===== src/rtl/edge_chk_pkg.sv =====
// Shared types and helpers for the edge implication checker.
package edge_chk_pkg;

  typedef enum logic [1:0] {
    ROSE    = 2'd0,
    FELL    = 2'd1,
    STABLE  = 2'd2,
    CHANGED = 2'd3
  } edge_mode_e;

  typedef enum logic {
    IDLE = 1'b0,
    WAIT = 1'b1
  } chan_state_e;

  function automatic logic edge_match(input edge_mode_e m, input logic prev, input logic cur);
    logic hit;
    hit = 1'b0;
    unique case (m)
      ROSE:    hit = !prev && cur;
      FELL:    hit = prev && !cur;
      STABLE:  hit = (prev == cur);
      CHANGED: hit = (prev != cur);
    endcase
    return hit;
  endfunction

  // Callers zero-extend narrower operands; max is the all-ones value of the real width.
  function automatic logic [31:0] sat_add(input logic [31:0] a, input logic [31:0] b,
                                          input logic [31:0] max);
    logic [32:0] s;
    s = {1'b0, a} + {1'b0, b};
    return (s > {1'b0, max}) ? max : s[31:0];
  endfunction

endpackage


===== src/rtl/edge_chk_chan.sv =====
// One channel of "ant |-> ##[0:D] edge(sig)". EDGE_CHK_VACUOUS_PASS_EN makes
// enabled IDLE cycles without antecedent report a pass.
module edge_chk_chan
  import edge_chk_pkg::*;
#(
  parameter int unsigned MAX_DLY = 7,
  localparam int unsigned DLY_W  = $clog2(MAX_DLY + 1)
) (
  input  logic             clk,
  input  logic             rst_n,
  input  logic             en_i,
  input  logic             ant_i,
  input  logic             sig_i,
  input  edge_mode_e       mode_i,
  input  logic [DLY_W-1:0] dly_i,
  output logic             pass_o,
  output logic             fail_o,
  output logic             pass_nxt_o,
  output logic             fail_nxt_o
);

  chan_state_e      state_q, state_d;
  edge_mode_e       mode_q, mode_d;
  logic [DLY_W-1:0] rem_q, rem_d;
  logic [DLY_W-1:0] dly_c;
  logic             prev_q;
  logic             pass_q, pass_d;
  logic             fail_q, fail_d;

  if (MAX_DLY < (2 ** DLY_W) - 1) begin : g_clamp
    assign dly_c = (dly_i > DLY_W'(MAX_DLY)) ? DLY_W'(MAX_DLY) : dly_i;
  end else begin : g_noclamp
    assign dly_c = dly_i;
  end

  always_comb begin
    state_d = state_q;
    mode_d  = mode_q;
    rem_d   = rem_q;
    pass_d  = 1'b0;
    fail_d  = 1'b0;
    unique case (state_q)
      IDLE: begin
        if (en_i && ant_i) begin
          mode_d = mode_i;
          if (edge_match(mode_i, prev_q, sig_i)) begin
            pass_d = 1'b1;
          end else if (dly_c == '0) begin
            fail_d = 1'b1;
          end else begin
            state_d = WAIT;
            rem_d   = dly_c;
          end
        end
`ifdef EDGE_CHK_VACUOUS_PASS_EN
        else if (en_i) begin
          pass_d = 1'b1;
        end
`endif
      end
      WAIT: begin
        // Antecedent is ignored here; only the latched mode/window matter.
        if (!en_i) begin
          state_d = IDLE;
        end else if (edge_match(mode_q, prev_q, sig_i)) begin
          pass_d  = 1'b1;
          state_d = IDLE;
        end else if (rem_q == DLY_W'(1)) begin
          fail_d  = 1'b1;
          state_d = IDLE;
        end else begin
          rem_d = rem_q - DLY_W'(1);
        end
      end
    endcase
  end

  always_ff @(posedge clk) begin
    if (!rst_n) begin
      state_q <= IDLE;
      mode_q  <= ROSE;
      rem_q   <= '0;
      prev_q  <= 1'b0;
      pass_q  <= 1'b0;
      fail_q  <= 1'b0;
    end else begin
      state_q <= state_d;
      mode_q  <= mode_d;
      rem_q   <= rem_d;
      prev_q  <= sig_i;
      pass_q  <= pass_d;
      fail_q  <= fail_d;
    end
  end

  assign pass_o     = pass_q;
  assign fail_o     = fail_q;
  assign pass_nxt_o = pass_d;
  assign fail_nxt_o = fail_d;

endmodule


===== config.mk =====
export PLATFORM = sky130hd
export DESIGN_NAME = edge_chk_chan
export DESIGN_NICKNAME = d
export VERILOG_FILES = /design/src/rtl/edge_chk_pkg.sv /design/src/rtl/edge_chk_chan.sv
export SDC_FILE = /design/constraint.sdc
export NUM_CORES = 1
export LEC_CHECK = 0
export CAP_MARGIN = 0
export CORE_AREA = 2 2 39 41
export CTS_CLUSTER_SIZE = 10
export DETAILED_ROUTE_END_ITERATION = 10
export DIE_AREA = 0 0 41 43
export DONT_BUFFER_PORTS = 1
export GPL_TIMING_DRIVEN = 0
export RECOVER_POWER = 25
export SLEW_MARGIN = 20
export SYNTH_ARGS = -nofsm -noshare
export SYNTH_HDL_FRONTEND = slang
export SYNTH_SLANG_ARGS = --single-unit

===== constraint.sdc =====
create_clock -name clk -period 3.6 [get_ports clk]
set_input_delay 0.72 -clock clk [delete_from_list [all_inputs] [get_ports clk]]
set_output_delay 0.72 -clock clk [all_outputs]
set_load 0.02 [all_outputs]

# == After elaboration in Yosys (flattened, before gate mapping) ==
# Cells that the tools add are included.
# totals
out_inout_bits,4
inputBits,10
elab_cells,65
register_bits,9
# classes
mux,32
addsub,1
reduce_logical,10
bitwise,1
n_eq_ne,15
# ops
cell,n
$mux W1,20
$mux W3,6
$ne A2 B2 Y1 const B,6
$eq A2 B2 Y1 const B,4
$pmux W1 S4,2
$pmux W1 S2,3
$pmux W3 S2,1
$reduce_and A6 Y1,1
$eq A2 B1 Y1 const B,2
$logic_not A2 Y1,2
$eq A3 B1 Y1 const B,1
$logic_and A1 B1 Y1,3
$logic_not A3 Y1,1
$sub A3 B1 Y3 const B,1
$logic_not A1 Y1,2
$reduce_and A2 Y1,1
$eq A1 B1 Y1,1
$ne A1 B1 Y1,1
$not A1 Y1,1

# == Longest topological paths before layout ==
# Gate-level depths: netlist (run 1).
# depth
depth_word,8
mapped_depth,7
depth_no_buf,7

# == Worst setup path before layout (run 1) ==
# No wires, ideal clock.
# synth_timing
path_type,input-to-output
start,input port sig_i
end,output port pass_nxt_o
n_path_buf,0
required_time_ps,2880
path_slack_ps,871
stages,6
t_arrival_ps,2009
path_cell_list,inv_1 -> ha_1 -> and2_1 -> o21ai_1 -> o31ai_4 -> o22ai_1
# synth_between
elab_chain_cells,8
word_cells_on_any_way,16
classes_between,eq/ne (2); mux (11); reduce/logical (3)
# synth_lines
element,line_no,rtl
"start, declared",edge_chk_chan.sv:13,"input logic sig_i,"
$logic_not A1 Y1,edge_chk_pkg.sv:21,FELL: hit = prev && !cur;
$logic_and A1 B1 Y1,edge_chk_pkg.sv:21,
$pmux W1 S4,edge_chk_pkg.sv:19,unique case (m)
$mux W1 (on tied branches),"edge_chk_chan.sv:63, edge_chk_chan.sv:44",
$mux W1,edge_chk_chan.sv:42,unique case (state_q)
$mux W1 (on tied branches),"edge_chk_chan.sv:65, edge_chk_chan.sv:46",
$mux W1 (on tied branches),"edge_chk_chan.sv:63, edge_chk_chan.sv:44",
$pmux W1 S2 (*),edge_chk_chan.sv:42,
"end, declared",edge_chk_chan.sv:18,"output logic pass_nxt_o,"
# Every way passes the cells marked *; elsewhere a longest branch is shown, timed or not. The select of a mux whose other input is x is not followed.

# == Final worst setup path (run 1) ==
# Same ends and word-level chain as after synthesis.

==> flow_summary_export.csv, run 1 <==
group,metric,value,unit
outcome,status,"finished clean",
place,place_congestion,0.760,
synthesis,synth_edf_count,0,
timing,final_report_hold_violation_count,0,
job,cap_viol_max_count,0,
timing,maxSlewViolCount,0,
timing,post-route-period-util,79.1,%
floorplan,initial_utilization,43.8,%
final_layout,final_net_count,92,
synthesis,synth_fp_nets,87,
critical_path,worst_setup_path_end_kind,"output port",
clock_network,tritoncts,"done",
grt,gr-total-overflow,0,
hold_path,hold_path.class,"reg2reg",
final_layout,design_area,652,sq um
routing,antenna_violating_nets_remaining,0,
critical_path,path_class,"in2out",
floorplan,floorplan.die_area,1760,sq um
synthesis,mapped_area,606,sq um
power,seq_power_share,48.4,%
timing,setup_violations,0,
critical_path,setup.worst_path.start_class,"input port",
synthesis,yosys.area.top_type,"dfxtp_1",
timing,post-route-min-period,2850,ps
floorplan,ioPinCount,14,
clock_network,cts_inserted_buffers,3,
final_layout,area_of_the_multi_input_gates,383,sq um
synthesis,synth_top_family_by_area,"compound AO/OA/AOI/OAI gates",
place,io_buffers,0,
timing,fin_tns_setup,0,ps
critical_path,worstPathMaxFanout,5,
critical_path,path_cells,"inv_1, ha_1, and2_1, o21ai_1, o31ai_4, o22ai_1",
floorplan,chipWidth,41,microns
grt,grt_util_all_layers,15.4,%
power,power_density,343,nW/um^2
critical_path,crit_required,2880,ps
clock_network,cts_repair_resize_count,0,
synthesis,number_of_instances_in_the_synthesized_netlist,73,
grt,antenna_found_initial,0,
synthesis,netlist-cell-type-count,30,
routing,vias,489,
power,int_pwr,164,uW
critical_path,crit_path_max_incr_delay,490,ps
final_layout,diodes_inserted,0,
final_layout,layout.area.seq,180,sq um
synthesis,synth_top_area_share,29.8,%
grt,grt_pass1_wl,1880,microns
power,p_leak,0.284,nW
floorplan,rows,14,
critical_path,cp_data_arrival_time,2130,ps
routing,drt_drc_violations_left,0,
grt,pin_count_of_the_biggest_net_entering_global_routing,11,
routing,detailedRoute.firstPassIterationCount,3,
synthesis,ys_ff_latch,9,
timing,grt_setup_unrepaired,"no",
synthesis,yosys_most_used_dff,"dfxtp_1",
final_layout,final_common_cell,"nand2_1",
timing,max_slew_margin,62.5,%
power,vdd.ir_drop.worst,0.261,mV
routing,detail_route.wirelength,1140,microns
timing,worst_clock_skew,2.85,ps
routing,detail_route.wl_per_cell,12.2,microns
final_layout,syn_to_final_growth,7.64,%
clock_network,worst_setup_hold_path_clk_slew,60,ps
clock_network,post-cts-setup-buffer-count,0,
floorplan,core_area,1380,sq um
clock_network,clk_latency_worst_skew_pair,250,ps
final_layout,fill_cells,144,
critical_path,critPathSlowestCell,"o22ai_1",
synthesis,synth-simple-area-share,23.1,%
clock_network,count_of_clock_tree_sinks,9,
final_layout,layout.cells.most_common_list,"nand2_1 (13), inv_1 (9), dfxtp_1 (9)",
clock_network,clockRootBuffer,"clkbuf_4",
routing,initial_drc_count,7,
routing,routed_via_density,5.26,
clock_network,clk_path_buf_depth,2,
place,placed_cell_area,626,sq um
place,detailedPlacementHpwl,916,microns
power,combinational_group_share_of_total_power,18.7,%
grt,grt_pass1_vias,484,
synthesis,yosys.area_share.xor_xnor,0,%
clock_network,holdBufCountCts,0,
synthesis,synth.yosys.warnings,0,
final_layout,postLayoutCoreUtil,47.1,%
final_layout,layout-drive-gt1-share,13.0,%
timing,fmax,351,MHz
synthesis,post_synth.cell_area_avg,8.30,sq um
synthesis,synth-compound-area-share,26.0,%
synthesis,leading_post_synthesis_cells_by_cell_area,"dfxtp_1 (30%), ha_1 (8.3%), nand2_1 (8.1%), inv_1 (5.6%), a22oi_4 (3.5%)",
clock_network,cts_max_level,1,
synthesis,synth-async-reset-ratio,0,%
floorplan,dieHeight,43,microns
synthesis,portion_of_netlist_area_occupied_by_mux_cells,5.79,%
power,netSwitchingFraction,26.6,%
synthesis,ys_seq_area_share,29.8,%
timing,tightestPinTransition,562,ps
power,power_switching,59.3,uW
power,clkPwrFrac,33.0,%
synthesis,post_synth_fa_ha_maj_area_fraction,8.26,%
state kept, by name, indices dropped and copies added (netlist names):
register  count
prev_q        1
fail_o        1
rem_q         3
pass_o        1
mode_q        2
state_q       1
power groups by stage:
| stage | Clock, mW | Sequential (mW) | Combinational [mW] |
|---|---|---|---|
| 4_1_cts | 0.0757 | 0.108 | 0.0425 |
| 5_1_grt | 0.0796 | 0.108 | 0.0473 |
| 6_report | 0.0736 | 0.108 | 0.0417 |
| 2_1_floorplan | 0 | 0.109 | 0.0354 |
| 3_3_place_gp | 0 | 0.110 | 0.0414 |
| 3_5_place_dp | 0 | 0.110 | 0.0418 |
area by class of cell:
class,instances,share of cell area (%)
multi-input combinational,53,58.7
clock buffer,4,4.03
inverter,9,5.18
sequential,9,27.6
buffer,2,1.34
tap,16,3.07
cells by family after synthesis:
| group | count (synthesis) |
|---|---|
| fa+ha+maj | 4 |
| simple gates | 29 |
| mux | 3 |
| flops | 9 |
| compound gates | 17 |
| buf+inv | 11 |
cells in the mapped netlist, drive strengths merged (2+ instances only):
library cell	number
and2	3
nor3	2
nor2b	2
nand2	13
nor2	5
o21ai	4
mux2i	2
dfxtp	9
inv	9
ha	4
a21oi	3
metal layers:
layer  wire (microns)  track usage, %
met1              558            21.0
met2              541            23.8
met3               37            1.57
met4                0            6.00
met5                0               0
final timing paths:
check,start,endpoint,slack (ps),depth (start not counted)
hold reg to reg,rem_q[1],rem_q[1],460,2
setup reg to reg,prev_q,pass_o,1670,6
setup / recovery,sig_i,pass_nxt_o,750,6
hold / removal,rem_q[1],rem_q[1],460,2
critical path: cells and delay by family:
kind	cells	cell delay [ps]
buf+inv	1	30
fa+ha+maj	1	320
compound gates	3	850
simple gates	1	200
metrics by stage:
step	worst slack, ps	hold slack (ps)	instances	total power, mW
final	753	460	93	0.223
after global placement	736	450	89	0.151
after floorplan	871	438	73	0.145
after global routing	627	503	93	0.235
after detailed placement	741	459	89	0.152
after CTS	735	466	93	0.226
(Power assumes the default switching activity.)
==> run 2, diff against run 1 <==
==> constraint.sdc (replaced) <==
create_clock -name clk -period 2.7 [get_ports clk]
set_input_delay 0.54 -clock clk [delete_from_list [all_inputs] [get_ports clk]]
set_output_delay 0.54 -clock clk [all_outputs]
set_load 0.02 [all_outputs]
==> flow_summary_export.csv, run 2 (synthesis gave the netlist of run 1 again) <==
group,metric,value,unit
final_layout,fill_cells,145,
grt,grt_util_all_layers,15.4,%
grt,grt_pass1_vias,484,
critical_path,cp_data_arrival_time,1950,ps
clock_network,cts_repair_resize_count,0,
clock_network,count_of_clock_tree_sinks,9,
timing,post-route-min-period,2490,ps
routing,initial_drc_count,6,
floorplan,chipWidth,41,microns
routing,vias,489,
floorplan,floorplan.die_area,1760,sq um
critical_path,crit_required,2160,ps
timing,final_report_hold_violation_count,0,
routing,detail_route.wirelength,1140,microns
clock_network,clk_path_buf_depth,2,
clock_network,cts_inserted_buffers,3,
floorplan,rows,14,
clock_network,tritoncts,"done",
place,detailedPlacementHpwl,916,microns
final_layout,final_net_count,92,
place,io_buffers,0,
critical_path,worstPathMaxFanout,5,
grt,antenna_found_initial,0,
outcome,status,"finished clean",
power,vdd.ir_drop.worst,0.347,mV
timing,tightestPinTransition,563,ps
final_layout,syn_to_final_growth,7.44,%
timing,grt_setup_unrepaired,"no",
routing,detailedRoute.firstPassIterationCount,3,
power,power.total,298,uW
power,p_leak,0.279,nW
grt,pin_count_of_the_biggest_net_entering_global_routing,11,
routing,detail_route.wl_per_cell,12.2,microns
final_layout,layout-drive-gt1-share,11.7,%
place,place_congestion,0.760,
final_layout,largestRegisters,"rem_q (3), mode_q (2)",
critical_path,critPathSlowestCell,"o22ai_1",
clock_network,post-cts-setup-buffer-count,0,
critical_path,worst_setup_path_end_kind,"output port",
timing,maxSlewViolCount,0,
floorplan,core_area,1380,sq um
routing,antenna_violating_nets_remaining,0,
critical_path,setup.worst_path.start_class,"input port",
routing,drt_drc_violations_left,0,
floorplan,initial_utilization,43.8,%
clock_network,worst_setup_hold_path_clk_slew,60,ps
clock_network,cts_max_level,1,
final_layout,fin_cells,93,
critical_path,path_class,"in2out",
final_layout,regMostFlops,"rem_q",
critical_path,critical_path.n_buffers_inverters,1,
clock_network,clockRootBuffer,"clkbuf_4",
timing,fmax,402,MHz
clock_network,holdBufCountCts,0,
hold_path,hold_path.class,"in2reg",
clock_network,clk_latency_worst_skew_pair,250,ps
place,placed_cells_incl_taps,89,
timing,worst_clock_skew,3.39,ps
final_layout,final_common_cell,"nand2_1",
critical_path,path_cells,"inv_1, ha_1, and2_1, o21ai_1, o31ai_4, o22ai_1",
final_layout,diodes_inserted,0,
floorplan,ioPinCount,14,
timing,fin_tns_setup,0,ps
grt,grt_pass1_wl,1880,microns
job,cap_viol_max_count,0,
routing,routed_via_density,5.26,
critical_path,r2r_setup_slack,770,ps
timing,max_slew_margin,62.5,%
critical_path,path_delay_family,"compound AO/OA/AOI/OAI gates",
floorplan,dieHeight,43,microns
final_layout,layout.cells.most_common_list,"nand2_1 (13), inv_1 (9), dfxtp_1 (9)",
critical_path,crit_path_max_incr_delay,490,ps
grt,gr-total-overflow,0,
timing,post-route-period-util,92.1,%
power,power_density,458,nW/um^2
final_layout,largest_register_ff_count,3,
timing,setup_violations,0,
==> run 2: cell types whose count changed in the layout (fill, tap and decap cells not counted), sizes merged <==
cell    previous run  this run
buf                1         0
clkbuf             5         6
==> run 2: layout make-up <==
class / instances / area (sq um) / share of cell area, %
Buffer: 2 / 7.51 / 1.15
Clock buffer: 4 / 26.3 / 4.04
Sequential cell: 9 / 180 / 27.7
Tap cell: 16 / 20.0 / 3.08
Multi-Input combinational cell: 53 / 383 / 58.8
Inverter: 9 / 33.8 / 5.19
==> run 2: final timing paths <==
path	from	endpoint	cells after the start
worst min-delay path	mode_i[0]	mode_q[0]	2
worst min register to register	rem_q[1]	rem_q[1]	2
worst max register to register	prev_q	pass_o	6
worst max-delay path	sig_i	pass_nxt_o	6
==> run 2: power by group <==
| part | internal (mW) | switching (mW) |
|---|---|---|
| registers | 0.139 | 0.00514 |
| logic | 0.0229 | 0.0324 |
| clock network | 0.0566 | 0.0418 |
| total | 0.218 | 0.0794 |
==> run 2: per-stage QoR <==
| step | worst slack, ps | instance area, sq um | utilization, % | hold slack (ps) |
|---|---|---|---|---|
| 2_1_floorplan | 331 | 606 | - | 438 |
| 3_3_place_gp | 196 | 626 | 45.2 | 450 |
| 3_5_place_dp | 201 | 626 | 45.2 | 459 |
| 4_1_cts | 195 | 652 | 47.1 | 428 |
| 5_1_grt | 86.8 | 651 | 47.0 | 424 |
| 6_report | 212 | 651 | 47.0 | 429 |
==> run 2: routing by layer <==
layer | vias to the layer above | track usage [%] | share of wire, %
met5 | - | 0 | 0
met4 | 0 | 6.00 | 0
met3 | 0 | 1.57 | 3.2
met2 | 8 | 23.8 | 48
met1 | 223 | 21.0 | 49
li1 | 258 | - | -
==> run 3, diff against run 2 <==
--- a/config.mk
+++ b/config.mk
@@ -6,10 +6,10 @@
 export NUM_CORES = 1
 export LEC_CHECK = 0
 export CAP_MARGIN = 0
-export CORE_AREA = 2 2 39 41
+export CORE_AREA = 4 4 41 43
 export CTS_CLUSTER_SIZE = 10
 export DETAILED_ROUTE_END_ITERATION = 10
-export DIE_AREA = 0 0 41 43
+export DIE_AREA = 0 0 45 47
 export DONT_BUFFER_PORTS = 1
 export GPL_TIMING_DRIVEN = 0
 export RECOVER_POWER = 25
==> flow_summary_export.csv, run 3 (synthesis gave the netlist of run 1 again) <==
group,metric,value,unit
critical_path,r2r_setup_slack,780,ps
critical_path,worstPathMaxFanout,5,
floorplan,dieHeight,47,microns
place,io_buffers,0,
critical_path,r2r_end,"pass_o",
clock_network,holdBufCountCts,0,
floorplan,core_area,1300,sq um
floorplan,rows,13,
final_layout,area_of_the_multi_input_gates,383,sq um
final_layout,design_area,649,sq um
timing,grt_setup_unrepaired,"no",
power,power.total,301,uW
final_layout,final_net_count,92,
timing,final_report_hold_violation_count,0,
final_layout,largest_register_ff_count,3,
final_layout,largestRegisters,"rem_q (3), mode_q (2)",
clock_network,worst_setup_hold_path_clk_slew,60,ps
critical_path,worst_setup_path_end_kind,"output port",
routing,vias,488,
clock_network,clk_latency_worst_skew_pair,260,ps
final_layout,postLayoutCoreUtil,49.9,%
routing,antenna_violating_nets_remaining,0,
clock_network,tritoncts,"done",
critical_path,setup.worst_path.end,"pass_nxt_o",
power,p_leak,0.279,nW
final_layout,diodes_inserted,0,
routing,detail_route.wirelength,1160,microns
power,vdd.ir_drop.worst,0.337,mV
clock_network,post-cts-setup-buffer-count,0,
final_layout,layout.area.seq,180,sq um
grt,grt_pass1_vias,444,
timing,fin_tns_setup,0,ps
critical_path,launch_point_of_the_worst_reg_to_reg_path,"prev_q",
power,power_density,464,nW/um^2
floorplan,initial_utilization,46.5,%
clock_network,cts_repair_resize_count,0,
final_layout,syn_to_final_growth,7.23,%
place,place_congestion,0.717,
floorplan,chipWidth,45,microns
place,placed_cell_area,624,sq um
routing,initial_drc_count,6,
timing,post-route-period-util,92.3,%
grt,grt_pass1_wl,1930,microns
final_layout,final_common_cell,"nand2_1",
grt,antenna_found_initial,0,
clock_network,cts_max_level,1,
grt,pin_count_of_the_biggest_net_entering_global_routing,11,
critical_path,crit_required,2160,ps
floorplan,floorplan.die_area,2120,sq um
routing,drt_drc_violations_left,0,
final_layout,regMostFlops,"rem_q",
job,cap_viol_max_count,0,
timing,tightestPinTransition,539,ps
routing,detail_route.wl_per_cell,12.6,microns
timing,fmax,401,MHz
critical_path,path_class,"in2out",
timing,max_slew_margin,64.1,%
final_layout,fill_cells,141,
clock_network,clk_path_buf_depth,2,
final_layout,layout.cells.most_common_list,"nand2_1 (13), inv_1 (9), dfxtp_1 (9)",
critical_path,worst_reg_to_reg_cells,6,
clock_network,count_of_clock_tree_sinks,9,
place,detailedPlacementHpwl,960,microns
timing,setup_violations,0,
clock_network,clockRootBuffer,"clkbuf_4",
hold_path,hold_path.class,"in2reg",
outcome,status,"finished clean",
grt,grt_util_all_layers,12.5,%
routing,routed_via_density,5.30,
critical_path,setup.worst_path.start_class,"input port",
timing,worst_clock_skew,3.36,ps
critical_path,cp_data_arrival_time,1950,ps
timing,post-route-min-period,2490,ps
grt,gr-total-overflow,0,
critical_path,setup.worst_path.start,"sig_i",
final_layout,layout-drive-gt1-share,11.7,%
timing,maxSlewViolCount,0,
floorplan,ioPinCount,14,
clock_network,cts_inserted_buffers,3,
routing,detailedRoute.firstPassIterationCount,3,
run 3: cell counts in the layout (fill, tap and decap cells not counted):
Identical to the previous run, type by type.
run 3: worst min-delay path by stage:
stage                   start        end  slack, ps  depth (start not counted)
global placement     rem_q[1]   rem_q[1]        450                          2
global route        mode_i[0]  mode_q[0]        410                          2
CTS                 mode_i[0]  mode_q[0]        410                          2
finish              mode_i[0]  mode_q[0]        410                          2
floorplan            rem_q[1]   rem_q[1]        440                          2
detailed placement   rem_q[1]   rem_q[1]        460                          2
run 3: final cells by class:
type,instances,area share [%]
Buffer,2,1.16
Clock buffer,4,4.05
Inverter,9,5.20
Multi-Input combinational cell,53,59.0
Sequential cell,9,27.7
Tap cell,15,2.89
run 3: power breakdown:
group          switching (mW)  internal (mW)  leakage [nW]  total [mW]
sequential            0.00515          0.139        0.0734       0.144
combinational          0.0325         0.0227         0.191      0.0552
clock                  0.0452         0.0568        0.0150       0.102
run 3: metal layers:
layer	vias up	track usage, %	routed length [microns]
li1	258	-	-
met1	217	15.6	537
met2	11	19.8	521
met3	2	6.51	92
met4	0	1.75	6
met5	-	0	0
run 3: through the flow:
| stage | setup WS (ps) | instances | hold slack [ps] |
|---|---|---|---|
| floorplan | 331 | 73 | 438 |
| global placement | 236 | 88 | 449 |
| detailed placement | 216 | 88 | 457 |
| CTS | 207 | 92 | 406 |
| global route | 97.6 | 92 | 408 |
| finish | 209 | 92 | 409 |
run 3: critical path: stages:
cell     delay, ps
inv_1           30
ha_1           320
and2_1         200
o21ai_1        230
o31ai_4        150
o22ai_1        480
